## src/rtl/rf_seq.sv

```systemverilog
// Serialises rs1/rs2 operand reads and rd writeback onto one single-port RF; optional RF_SEQ_SKIP_EN skips unneeded reads.
// Latency: rsp_valid three cycles after the accept cycle (one to three with RF_SEQ_SKIP_EN); writes complete in the cycle offered.
// Backpressure: rsp held stable until rsp_ready; writes stall only during RD1/RD2; reads wait while a write is offered in IDLE.
module rf_seq #(
    parameter int WORD_SIZE = 32,
    parameter int REG_COUNT = 32,
    localparam int AW = $clog2(REG_COUNT)
) (
    input  logic                 clk,
    input  logic                 rst,
    input  logic                 rd_req_valid,
    output logic                 rd_req_ready,
    input  logic [AW-1:0]        rs1_addr,
    input  logic [AW-1:0]        rs2_addr,
    input  logic                 use_rs1,
    input  logic                 use_rs2,
    output logic                 rsp_valid,
    input  logic                 rsp_ready,
    output logic [WORD_SIZE-1:0] rs1_data,
    output logic [WORD_SIZE-1:0] rs2_data,
    input  logic                 wr_valid,
    output logic                 wr_ready,
    input  logic [AW-1:0]        wr_addr,
    input  logic [WORD_SIZE-1:0] wr_data,
    output logic                 rf_we,
    output logic [AW-1:0]        rf_addr,
    output logic [WORD_SIZE-1:0] rf_wdata,
    input  logic [WORD_SIZE-1:0] rf_rdata
);

    typedef enum logic [1:0] {IDLE, RD1, RD2, RSP} state_t;

    state_t          state;
    logic [AW-1:0]   rs1_q;
    logic [AW-1:0]   rs2_q;
    logic            use1_q;
    logic            use2_q;
    logic            port_free;

`ifdef RF_SEQ_SKIP_EN
    function automatic logic needs_read(input logic u, input logic [AW-1:0] a);
        return u && (a != '0);
    endfunction
`endif

    // Gating on rst keeps the reset cycle free of writes and handshakes.
    always_comb begin
        port_free    = (state == IDLE) || (state == RSP);
        wr_ready     = port_free && !rst;
        rf_we        = wr_ready && wr_valid && (wr_addr != '0);
        rd_req_ready = (state == IDLE) && !wr_valid && !rst;
        rf_wdata     = wr_data;
        rf_addr      = wr_addr;
        if (state == RD1 && use1_q)
            rf_addr = rs1_q;
        else if (state == RD2 && use2_q)
            rf_addr = rs2_q;
    end

    always_ff @(posedge clk) begin
        if (rst) begin
            state     <= IDLE;
            rsp_valid <= 1'b0;
            rs1_data  <= '0;
            rs2_data  <= '0;
            rs1_q     <= '0;
            rs2_q     <= '0;
            use1_q    <= 1'b0;
            use2_q    <= 1'b0;
        end else begin
            case (state)
                IDLE: begin
                    if (rd_req_valid && rd_req_ready) begin
                        rs1_q  <= rs1_addr;
                        rs2_q  <= rs2_addr;
                        use1_q <= use_rs1;
                        use2_q <= use_rs2;
`ifdef RF_SEQ_SKIP_EN
                        if (needs_read(use_rs1, rs1_addr)) begin
                            state <= RD1;
                        end else begin
                            rs1_data <= '0;
                            if (needs_read(use_rs2, rs2_addr)) begin
                                state <= RD2;
                            end else begin
                                rs2_data  <= '0;
                                state     <= RSP;
                                rsp_valid <= 1'b1;
                            end
                        end
`else
                        state <= RD1;
`endif
                    end
                end
                RD1: begin
                    rs1_data <= use1_q ? rf_rdata : '0;
`ifdef RF_SEQ_SKIP_EN
                    if (needs_read(use2_q, rs2_q)) begin
                        state <= RD2;
                    end else begin
                        rs2_data  <= '0;
                        state     <= RSP;
                        rsp_valid <= 1'b1;
                    end
`else
                    state <= RD2;
`endif
                end
                RD2: begin
                    rs2_data  <= use2_q ? rf_rdata : '0;
                    state     <= RSP;
                    rsp_valid <= 1'b1;
                end
                RSP: begin
                    if (rsp_ready) begin
                        state     <= IDLE;
                        rsp_valid <= 1'b0;
                    end
                end
                default: begin
                    state     <= IDLE;
                    rsp_valid <= 1'b0;
                end
            endcase
        end
    end

endmodule
```

## config.mk

```make
export PLATFORM = sky130hd
export DESIGN_NAME = rf_seq
export DESIGN_NICKNAME = d
export VERILOG_FILES = /design/src/rtl/rf_seq.sv
export SDC_FILE = /design/constraint.sdc
export NUM_CORES = 1
export LEC_CHECK = 0
export CORE_ASPECT_RATIO = 0.75
export CORE_MARGIN = 10
export CORE_UTILIZATION = 35
export CTS_BUF_LIST = sky130_fd_sc_hd__clkbuf_4 sky130_fd_sc_hd__clkbuf_8 sky130_fd_sc_hd__clkbuf_16
export DETAILED_ROUTE_END_ITERATION = 10
export PLACE_DENSITY = 0.78
export SKIP_LAST_GASP = 1
export SYNTH_ARGS = -nofsm -noshare
export SYNTH_HDL_FRONTEND = slang
export SYNTH_SLANG_ARGS = --single-unit
export TNS_END_PERCENT = 1
```

## constraint.sdc

```tcl
create_clock -name clk -period 1.5 [get_ports clk]
set_clock_uncertainty 0.05 [all_clocks]
set_input_delay 0.3 -clock clk [delete_from_list [all_inputs] [get_ports clk]]
set_output_delay 0.3 -clock clk [all_outputs]
set_load 0.005 [all_outputs]
```

==> results of run 1 <==
==> state kept, by name, summed over array words and instances, names as in the netlist <==
| signal | flops |
|---|---|
| state | 2 |
| rsp_valid | 1 |
| rs1_q | 5 |
| use1_q | 1 |
| use2_q | 1 |
| rs2_q | 5 |
| rs2_data | 32 |
| rs1_data | 32 |
==> worst max-delay path, cell delays in order (launching register included) <==
cell and delay [ns]:
dfxtp_2 0.33, inv_2 0.08, ha_4 0.13, and2_4 0.17, buf_6 0.12, mux2i_1 0.23, o21ai_2 0.07, buf_2 0.13
==> synthesized netlist by cell type <==
cell type	count	share of area, %
nand2_1	33	3.7
o211a_1	1	0.30
or3_1	1	0.19
and4bb_2	1	0.37
or3b_1	1	0.26
o21ai_0	17	2.5
nor2b_1	66	12
buf_2	9	1.3
ha_1	4	1.5
buf_6	1	0.34
mux2i_1	6	1.8
nor3_1	1	0.15
a21oi_2	1	0.26
and2_1	2	0.37
buf_1	1	0.11
inv_1	3	0.34
clkbuf_1	11	1.2
nor3b_1	1	0.22
a21oi_1	66	9.9
buf_4	36	8.1
nor2_1	67	7.5
dfxtp_1	79	47
==> layout by cell type, fill, tap and decap left out, drive strengths merged <==
master | netlist | final
bufinv | 0 | 2
o21ai | 17 | 17
and2 | 2 | 2
or3b | 1 | 1
nor2 | 67 | 67
inv | 3 | 3
dlygate4sd2 | 0 | 2
nor2b | 66 | 66
buf | 47 | 30
dfxtp | 79 | 79
clkdlybuf4s50 | 0 | 117
clkinvlp | 0 | 1
clkbuf | 11 | 11
a21oi | 67 | 67
nor3b | 1 | 1
or3 | 1 | 1
o211a | 1 | 1
ha | 4 | 4
nor3 | 1 | 1
and4bb | 1 | 1
nand2 | 33 | 33
mux2i | 6 | 6
==> cell type report <==
| type | instances | area [um^2] | share of cell area (%) |
|---|---|---|---|
| Clock buffer | 11 | 253 | 5.11 |
| Clock inverter | 3 | 67.6 | 1.37 |
| Inverter | 3 | 11.3 | 0.228 |
| Multi-Input combinational cell | 268 | 1440 | 29.1 |
| Sequential cell | 79 | 1590 | 32.1 |
| Tap cell | 128 | 160 | 3.24 |
| Timing Repair Buffer | 149 | 1430 | 28.9 |
==> metrics by stage <==
stage,setup slack (ns),TNS [ns],instance area (um^2),utilization (%),instances
global route,-0.505,-18.59,4950,53.8,641
global placement,-0.468,-6.49,4560,49.6,618
detailed placement,-0.483,-8.19,4560,49.6,618
finish,-0.424,-8.95,4950,53.8,641
floorplan,0.0140,0,3390,-,408
CTS,-0.415,-9.60,4940,53.7,641
==> where the power goes <==
group / switching, mW / leakage (nW) / internal, mW / total (mW)
Clock: 0.793 / 0.154 / 1.53 / 2.32
Sequential: 0.0679 / 0.639 / 2.21 / 2.28
Combinational: 0.511 / 1.16 / 0.473 / 0.984
==> logic make-up (layout without fill, tap and decap cells) <==
group,count (synthesis),count (layout),synth area share [%]
multiplexers,6,6,1.79
AO/OA/AOI/OAI,85,85,13.0
AND/OR/NAND/NOR,173,173,25.1
flip-flops,79,79,47.2
adder cells (fa/ha/maj),4,4,1.49
buffers and inverters,61,166,11.4
==> what timing repair did <==
action,in CTS,in global routing
buffers inserted,9,0
setup endpoints to repair,128,133
cloned,0,0
pin swaps,3,1
resized for setup,35,2
==> metal layers <==
layer | global-route usage [%] | vias to the layer above | wire, um
met1 | 16.0 | 1361 | 4300
met4 | 4.31 | 0 | 178
met2 | 21.6 | 117 | 4400
li1 | - | 1477 | -
met5 | 0 | - | 0
met3 | 7.66 | 30 | 972
==> worst max path at each step <==
stage,startpoint,to
finish,state[0]$_SDFFE_PP0P_,rf_addr[1]
global route,state[0]$_SDFFE_PP0P_,rf_addr[3]
CTS,state[0]$_SDFFE_PP0P_,rf_addr[3]
detailed placement,state[0]$_SDFFE_PP0P_,rf_we
global placement,state[0]$_SDFFE_PP0P_,rf_we
floorplan,state[0]$_SDFFE_PP0P_,rf_addr[0]
==> impl_metrics.csv, run 1 <==
group,metric,value,unit
clock_network,htree_levels,3,
global_route,grt_pass1_wl,16000,um
timing,fin_crit,1.92,ns
placement,hpwl,6920,um
placement,place_congestion,0.760,
yosys,ys_seq_area_share,47.2,%
clock_network,postCtsHoldBufs,0,
clock_network,clk_pin_slew,0.06,ns
clock_network,clock-sinks,79,
power,p_total,5.58,mW
detailed_routing,initialDrtViolationCount,132,
yosys,synth-seq-cells,79,
layout,layout.nets,600,
detailed_routing,ant_nets,0,
setup_path,worst_ep_arrival_time,1.57,ns
run,drv_cap,0,
yosys,syn_nets,498,
global_route,grt_start_max_net_pins,41,
setup_path,critPathKind,"reg -> out",
timing,post-route-period-util,128,%
clock_network,cts-root-buf,"clkbuf_16",
setup_path,path_max_fanout,4,
hold_path,min_path_cells,3,
clock_network,cts_tree,"yes",
setup_path,start_kind,"flip-flop",
status,status,"finished, violations left",
global_route,overflow,0,
global_route,grt_pass1_vias,3069,
clock_network,numCtsBuffers,9,
yosys,synth_cells,408,
yosys,synth_area_per_cell,8.21,um^2
setup_path,worst_r2r_endpoint,"rs2_data[20]$_SDFFE_PP0P_",
placement,io_buffers,126,
hold_path,hp-start,"rst",
floorplanning,rows,30,
clock_network,clk_latency,0.32,ns
setup_path,end_kind,"primary output",
global_route,antenna_found_initial,0,
floorplanning,fp.coreArea,0.00920,mm^2
detailed_routing,wirelength,9850,um
setup_path,r2r_start,"state[0]$_SDFFE_PP0P_",
yosys,synth.distinct_cells,22,
timing,fmax,520,MHz
detailed_routing,drc,0,
detailed_routing,via_count,2985,
timing,grt_setup_unrepaired,"true",
floorplanning,start_util,36.4,%
layout,insertedDiodeCount,0,
power,power_density,1130,mW/mm^2
detailed_routing,drt_pass1_iterations,4,
timing,worst_pin_slew,0.416,ns
status,violations,"negative setup slack",
detailed_routing,via_per_inst,4.66,
setup_path,cp.required,1.15,ns
yosys,ys_warn_count,0,
hold_path,hold_class,"in -> reg",
floorplanning,fp.dieH,105,um
power,max-vdd-ir-drop,0.000572,V
setup_path,r2r_cells,8,
hold_path,hold_path_end,"rsp_valid$_SDFFE_PP0P_",
floorplanning,dieArea,0.0139,mm^2
detailed_routing,wire_per_inst,15.4,um
yosys,synth_area,0.00335,mm^2
timing,slew-limit-headroom,72.3,%
timing,hold_viol,0,
layout,fillers,854,
global_route,grt_usage,13.9,%
floorplanning,die_w,133,um
setup_path,ff2ff_setup_slack,-0.13,ns
timing,drv_slew,0,
timing,setup_viol,109,
floorplanning,io_pins,191,
layout,syn2layout_area_growth,47.7,%
clock_network,clockBufferDepth,2,
timing,setup_ws,-0.424,ns
power,leakage,1.96,nW
layout,layout-drive-gt1-share,12.1,%
timing,hold_slack,0.247,ns
Note: power is estimated with default switching activity, not from simulation.
==> run 2: changes to the inputs <==
--- a/config.mk
+++ b/config.mk
@@ -6,11 +6,12 @@
 export NUM_CORES = 1
 export LEC_CHECK = 0
 export CORE_ASPECT_RATIO = 0.75
-export CORE_MARGIN = 10
+export CORE_MARGIN = 2
 export CORE_UTILIZATION = 35
 export CTS_BUF_LIST = sky130_fd_sc_hd__clkbuf_4 sky130_fd_sc_hd__clkbuf_8 sky130_fd_sc_hd__clkbuf_16
 export DETAILED_ROUTE_END_ITERATION = 10
 export PLACE_DENSITY = 0.78
+export RECOVER_POWER = 25
 export SKIP_LAST_GASP = 1
 export SYNTH_ARGS = -nofsm -noshare
 export SYNTH_HDL_FRONTEND = slang
==> run 2 against run 1 <==
  * Clock-buffer cell count increased by 1
  * Largest cell class unchanged
  * Combinational power increased by 9.8%
  * The flow still finishes with violations (negative setup slack)
  * Cell area increased by 1.5%
  * Hold slack improved by 0.17 ns
  * Total power increased by 5.4%
==> impl_metrics.csv, run 2 (same netlist as run 1, synthesis figures left out) <==
group,metric,value,unit
global_route,grt_pass1_wl,14500,um
power,power_density,1170,mW/mm^2
power,max-vdd-ir-drop,0.000626,V
setup_path,ff2ff_setup_slack,-0.16,ns
setup_path,worst_ep_arrival_time,1.61,ns
layout,instances_no_fill,645,
detailed_routing,wire_per_inst,14.3,um
setup_path,path_max_fanout,3,
layout,layout.nets,603,
hold_path,min_path_cells,2,
setup_path,critPathCapture,"rf_addr[3]",
floorplanning,dieArea,0.0104,mm^2
clock_network,cts_tree,"yes",
layout,syn2layout_area_growth,49.9,%
detailed_routing,drt_pass1_iterations,4,
timing,post-route-period-util,130,%
power,swShare,24.1,%
clock_network,htree_levels,3,
setup_path,critPathKind,"reg -> out",
detailed_routing,via_per_inst,4.66,
clock_network,clk_latency,0.33,ns
power,leakage,1.99,nW
timing,drv_slew,0,
placement,hpwl,6250,um
layout,layout-drive-gt1-share,12.6,%
power,p_switching,1.42,mW
layout,fin_util,54.8,%
detailed_routing,via_count,3006,
timing,fmax,511,MHz
hold_path,hold_class,"reg -> reg",
setup_path,r2r_cells,8,
layout,final_cell_mix,"clkdlybuf4s50_1, dfxtp_1, nor2_1, a21oi_1, nor2b_1",
timing,setup_ws,-0.455,ns
timing,worst_pin_slew,0.452,ns
clock_network,clockBufferDepth,2,
timing,fin_crit,1.96,ns
clock_network,cts-root-buf,"clkbuf_16",
layout,fillers,872,
clock_network,numCtsBuffers,9,
run,drv_cap,0,
layout,final_area,0.00502,mm^2
detailed_routing,wirelength,9250,um
setup_path,worst_r2r_endpoint,"rs2_data[16]$_SDFFE_PP0P_",
placement,io_buffers,126,
timing,grt_setup_unrepaired,"true",
setup_path,start_kind,"flip-flop",
global_route,grt_usage,18.2,%
clock_network,clock-sinks,79,
placement,placed_cell_area,0.00458,mm^2
setup_path,cp.required,1.15,ns
floorplanning,start_util,36.6,%
floorplanning,fp.dieH,88.7,um
floorplanning,io_pins,191,
floorplanning,fp.coreArea,0.00916,mm^2
global_route,grt_pass1_vias,2986,
detailed_routing,drc,0,
timing,setup_viol,120,
timing,hold_viol,0,
status,violations,"negative setup slack",
setup_path,r2r_start,"state[1]$_SDFFE_PP0P_",
layout,reg_top3,"rs1_data x32, rs2_data x32",
placement,place_congestion,0.760,
power,sequentialPowerShare,38.7,%
global_route,antenna_found_initial,0,
layout,final_common_cell,"clkdlybuf4s50_1",
status,status,"finished, violations left",
global_route,grt_start_max_net_pins,46,
timing,finalSetupTns,-8.70,ns
power,p_total,5.88,mW
layout,insertedDiodeCount,0,
setup_path,crit_start,"state[1]$_SDFFE_PP0P_",
power,comb_power_share,18.3,%
floorplanning,die_w,117,um
clock_network,clk_pin_slew,0.06,ns
placement,post-place-cells,622,
power,clockPowerShare,43.1,%
detailed_routing,ant_nets,0,
global_route,overflow,0,
power,intPower,4.46,mW
detailed_routing,initialDrtViolationCount,151,
floorplanning,rows,30,
setup_path,end_kind,"primary output",
timing,slew-limit-headroom,69.9,%
==> run 2: changes by cell type in the layout (fill, tap and decap cells not counted), sizes merged <==
cell | before | now
clkinvlp | 1 | 0
clkdlybuf4s15 | 0 | 1
clkbuf | 11 | 12
bufinv | 2 | 3
dlygate4sd2 | 2 | 3
and2 | 2 | 3
==> run 2: metrics by stage <==
stage	hold WS, ns	setup slack (ns)
global placement	0.396	-0.516
detailed placement	0.401	-0.580
finish	0.412	-0.455
CTS	0.412	-0.429
global route	0.439	-0.531
floorplan	0.359	0.0140
==> run 2: critical path: stages, from the launching register on <==
cell,delay (ns)
dfxtp_2,0.34
buf_6,0.12
ha_4,0.15
and2_4,0.15
buf_6,0.13
mux2i_4,0.17
o21ai_2,0.10
buf_2,0.12
==> run 2: repair_timing <==
action                                  in CTS  in global routing
setup buffers                                7                  0
hold buffers                                 0                  0
endpoints found under the setup margin     119                139
gates resized for setup                     34                  3
pin swaps                                    1                  0
cloned                                       1                  0
==> run 2: routing by layer <==
layer / wire (um) / GRT usage [%] / vias up
li1: - / - / 1485
met1: 4060 / 21.1 / 1383
met2: 4190 / 31.1 / 120
met3: 867 / 6.99 / 18
met4: 128 / 6.52 / 0
met5: 0 / 0 / -
==> run 2: how the worst min path moves through the flow <==
stage | end | startpoint | slack [ns]
final | use2_q$_SDFFE_PP0P_ | use2_q$_SDFFE_PP0P_ | 0.41
after global routing | rs1_q[1]$_SDFFE_PP0P_ | rs1_q[1]$_SDFFE_PP0P_ | 0.44
after CTS | use2_q$_SDFFE_PP0P_ | use2_q$_SDFFE_PP0P_ | 0.41
after detailed placement | use2_q$_SDFFE_PP0P_ | use2_q$_SDFFE_PP0P_ | 0.40
after global placement | use1_q$_SDFFE_PP0P_ | use1_q$_SDFFE_PP0P_ | 0.40
after floorplan | rs1_q[0]$_SDFFE_PP0P_ | rs1_addr[0] | 0.36
==> run 2: area by class of cell <==
class	instances	area (um^2)	area share, %
Sequential cell	79	1580	31.5
Multi-Input combinational cell	269	1470	29.3
Timing Repair Buffer	151	1440	28.8
Clock buffer	12	260	5.18
Tap cell	128	160	3.19
Clock inverter	3	90.1	1.79
Inverter	3	13.8	0.274
==> run 2: power groups by stage <==
stage	sequential (mW)	clock (mW)	combinational, mW
after detailed placement	2.31	0	0.984
after CTS	2.27	2.58	1.08
after global placement	2.31	0	0.970
after global routing	2.29	2.68	1.19
final	2.27	2.53	1.08
after floorplan	2.31	0	0.541
==> run 3: changes to the inputs <==
--- a/config.mk
+++ b/config.mk
@@ -6,7 +6,6 @@
 export NUM_CORES = 1
 export LEC_CHECK = 0
 export CORE_ASPECT_RATIO = 0.75
-export CORE_MARGIN = 2
 export CORE_UTILIZATION = 35
 export CTS_BUF_LIST = sky130_fd_sc_hd__clkbuf_4 sky130_fd_sc_hd__clkbuf_8 sky130_fd_sc_hd__clkbuf_16
 export DETAILED_ROUTE_END_ITERATION = 10
==> run 3 against run 2 <==
  * The flow still finishes with violations (negative setup slack)
  * Sequential power hardly changed
  * Final cell count is 1.6% lower
  * Critical path type unchanged
  * First-iteration DRC count is 11% lower
==> impl_metrics.csv, run 3 (same netlist as run 1, synthesis figures left out) <==
group,metric,value,unit
layout,layout-drive-gt1-share,11.2,%
floorplanning,io_pins,191,
status,status,"finished, violations left",
layout,fin_util,52.7,%
floorplanning,fp.dieH,86.7,um
clock_network,clock-sinks,79,
power,leakage,1.89,nW
clock_network,cts-root-buf,"clkbuf_16",
detailed_routing,via_count,2961,
power,max-vdd-ir-drop,0.000451,V
layout,layout.nets,592,
timing,post-route-period-util,123,%
setup_path,path_max_fanout,2,
floorplanning,start_util,36.6,%
power,power_density,1080,mW/mm^2
layout,seq_area,0.00158,mm^2
run,drv_cap,0,
status,violations,"negative setup slack",
timing,fin_crit,1.85,ns
layout,final_cell_mix,"clkdlybuf4s50_1, dfxtp_1, nor2_1, nor2b_1, a21oi_1",
timing,hold_viol,0,
placement,place_congestion,0.733,
detailed_routing,wirelength,8680,um
hold_path,hold_class,"reg -> reg",
setup_path,r2r_start,"state[1]$_SDFFE_PP0P_",
placement,hpwl,5790,um
detailed_routing,drc,0,
power,sequentialPowerShare,43.6,%
timing,fmax,541,MHz
power,clockPowerShare,37.3,%
clock_network,clk_pin_slew,0.06,ns
layout,insertedDiodeCount,0,
timing,setup_viol,68,
timing,worst_pin_slew,0.404,ns
detailed_routing,topRoutingLayerUsed,"met4",
global_route,antenna_found_initial,0,
clock_network,clk_latency,0.32,ns
placement,io_buffers,126,
setup_path,worst_ep_arrival_time,1.50,ns
detailed_routing,ant_nets,0,
layout,fillers,877,
detailed_routing,via_per_inst,4.66,
global_route,grt_usage,17.6,%
floorplanning,die_w,115,um
setup_path,crit_start,"state[0]$_SDFFE_PP0P_",
layout,final_common_cell,"clkdlybuf4s50_1",
global_route,grt_pass1_wl,13800,um
timing,setup_ws,-0.349,ns
detailed_routing,wl_met3,555,um
setup_path,critPathKind,"reg -> out",
global_route,grt_pass1_vias,2882,
power,swShare,26.7,%
setup_path,cp.required,1.15,ns
floorplanning,fp.coreArea,0.00916,mm^2
floorplanning,rows,30,
layout,multi_input_area,0.00145,mm^2
clock_network,clockBufferDepth,2,
detailed_routing,wl_met1,4080,um
layout,instances_no_fill,635,
power,p_switching,1.39,mW
detailed_routing,wire_per_inst,13.7,um
setup_path,r2r_cells,6,
layout,syn2layout_area_growth,44.0,%
placement,post-place-cells,617,
power,intPower,3.82,mW
global_route,grt_start_max_net_pins,35,
detailed_routing,initialDrtViolationCount,135,
timing,drv_slew,0,
setup_path,critPathCapture,"rf_we",
setup_path,ff2ff_setup_slack,-0.14,ns
global_route,overflow,0,
power,comb_power_share,19.1,%
setup_path,worst_r2r_endpoint,"rs1_data[13]$_SDFFE_PP0N_",
setup_path,start_kind,"flip-flop",
clock_network,cts_tree,"yes",
timing,grt_setup_unrepaired,"true",
setup_path,end_kind,"primary output",
detailed_routing,drt_pass1_iterations,4,
timing,slew-limit-headroom,73.1,%
clock_network,htree_levels,3,
clock_network,numCtsBuffers,9,
layout,reg_top3,"rs1_data x32, rs2_data x32",
detailed_routing,wl_met2,3970,um
floorplanning,dieArea,0.00997,mm^2
run 3: area by class of cell:
cell class	count	share of cell area (%)
Tap cell	128	3.32
Timing Repair Buffer	141	28.0
Clock inverter	6	0.778
Multi-Input combinational cell	268	30.1
Sequential cell	79	32.8
Clock buffer	10	4.82
Inverter	3	0.233
run 3: repair_timing:
item                                    4_1_cts  5_1_grt
resized for setup                            34        2
endpoints found under the setup margin      125      117
hold buffers                                  0        0
pin swaps                                     3        0
buffers inserted                              2        0
run 3: routing by layer:
metal	global-route usage, %	vias to the layer above
met5	0	-
met4	5.19	0
met3	5.87	14
met2	28.3	108
met1	22.3	1370
li1	-	1469
run 3: worst max-delay path: stages, from the launching register on:
cell and delay [ns]:
dfxtp_2 0.34, inv_2 0.05, buf_4 0.13, ha_4 0.23
nor2_2 0.08, nand2_1 0.10, a21oi_2 0.12, buf_2 0.12
run 3: worst min-delay path by stage:
stage | endpoint | slack, ns | depth (start not counted) | from
2_1_floorplan | rs1_q[0]$_SDFFE_PP0P_ | 0.36 | 2 | rs1_addr[0]
3_3_place_gp | rs2_q[2]$_SDFFE_PP0P_ | 0.40 | 2 | rs2_q[2]$_SDFFE_PP0P_
3_5_place_dp | rs2_q[2]$_SDFFE_PP0P_ | 0.41 | 2 | rs2_q[2]$_SDFFE_PP0P_
4_1_cts | rs1_q[4]$_SDFFE_PP0P_ | 0.41 | 2 | rs1_q[4]$_SDFFE_PP0P_
5_1_grt | use2_q$_SDFFE_PP0P_ | 0.44 | 2 | use2_q$_SDFFE_PP0P_
6_report | rs1_q[1]$_SDFFE_PP0P_ | 0.41 | 2 | rs1_q[1]$_SDFFE_PP0P_
run 3: per-stage QoR:
stage | setup TNS (ns) | hold slack, ns | instance area, um^2 | setup WS (ns) | total power, mW
finish | -6.54 | 0.415 | 4820 | -0.349 | 5.21
global route | -12.88 | 0.439 | 4820 | -0.443 | 5.48
CTS | -6.91 | 0.413 | 4820 | -0.362 | 5.28
detailed placement | -12.43 | 0.410 | 4540 | -0.543 | 3.27
global placement | -10.34 | 0.396 | 4540 | -0.492 | 3.25
floorplan | 0 | 0.359 | 3390 | 0.0140 | 2.85
run 3: power by group through the flow:
stage	sequential, mW	clock [mW]	combinational [mW]
after CTS	2.27	2.01	1.00
after floorplan	2.31	0	0.541
after global routing	2.28	2.10	1.09
final	2.27	1.94	0.997
after global placement	2.31	0	0.944
after detailed placement	2.31	0	0.962
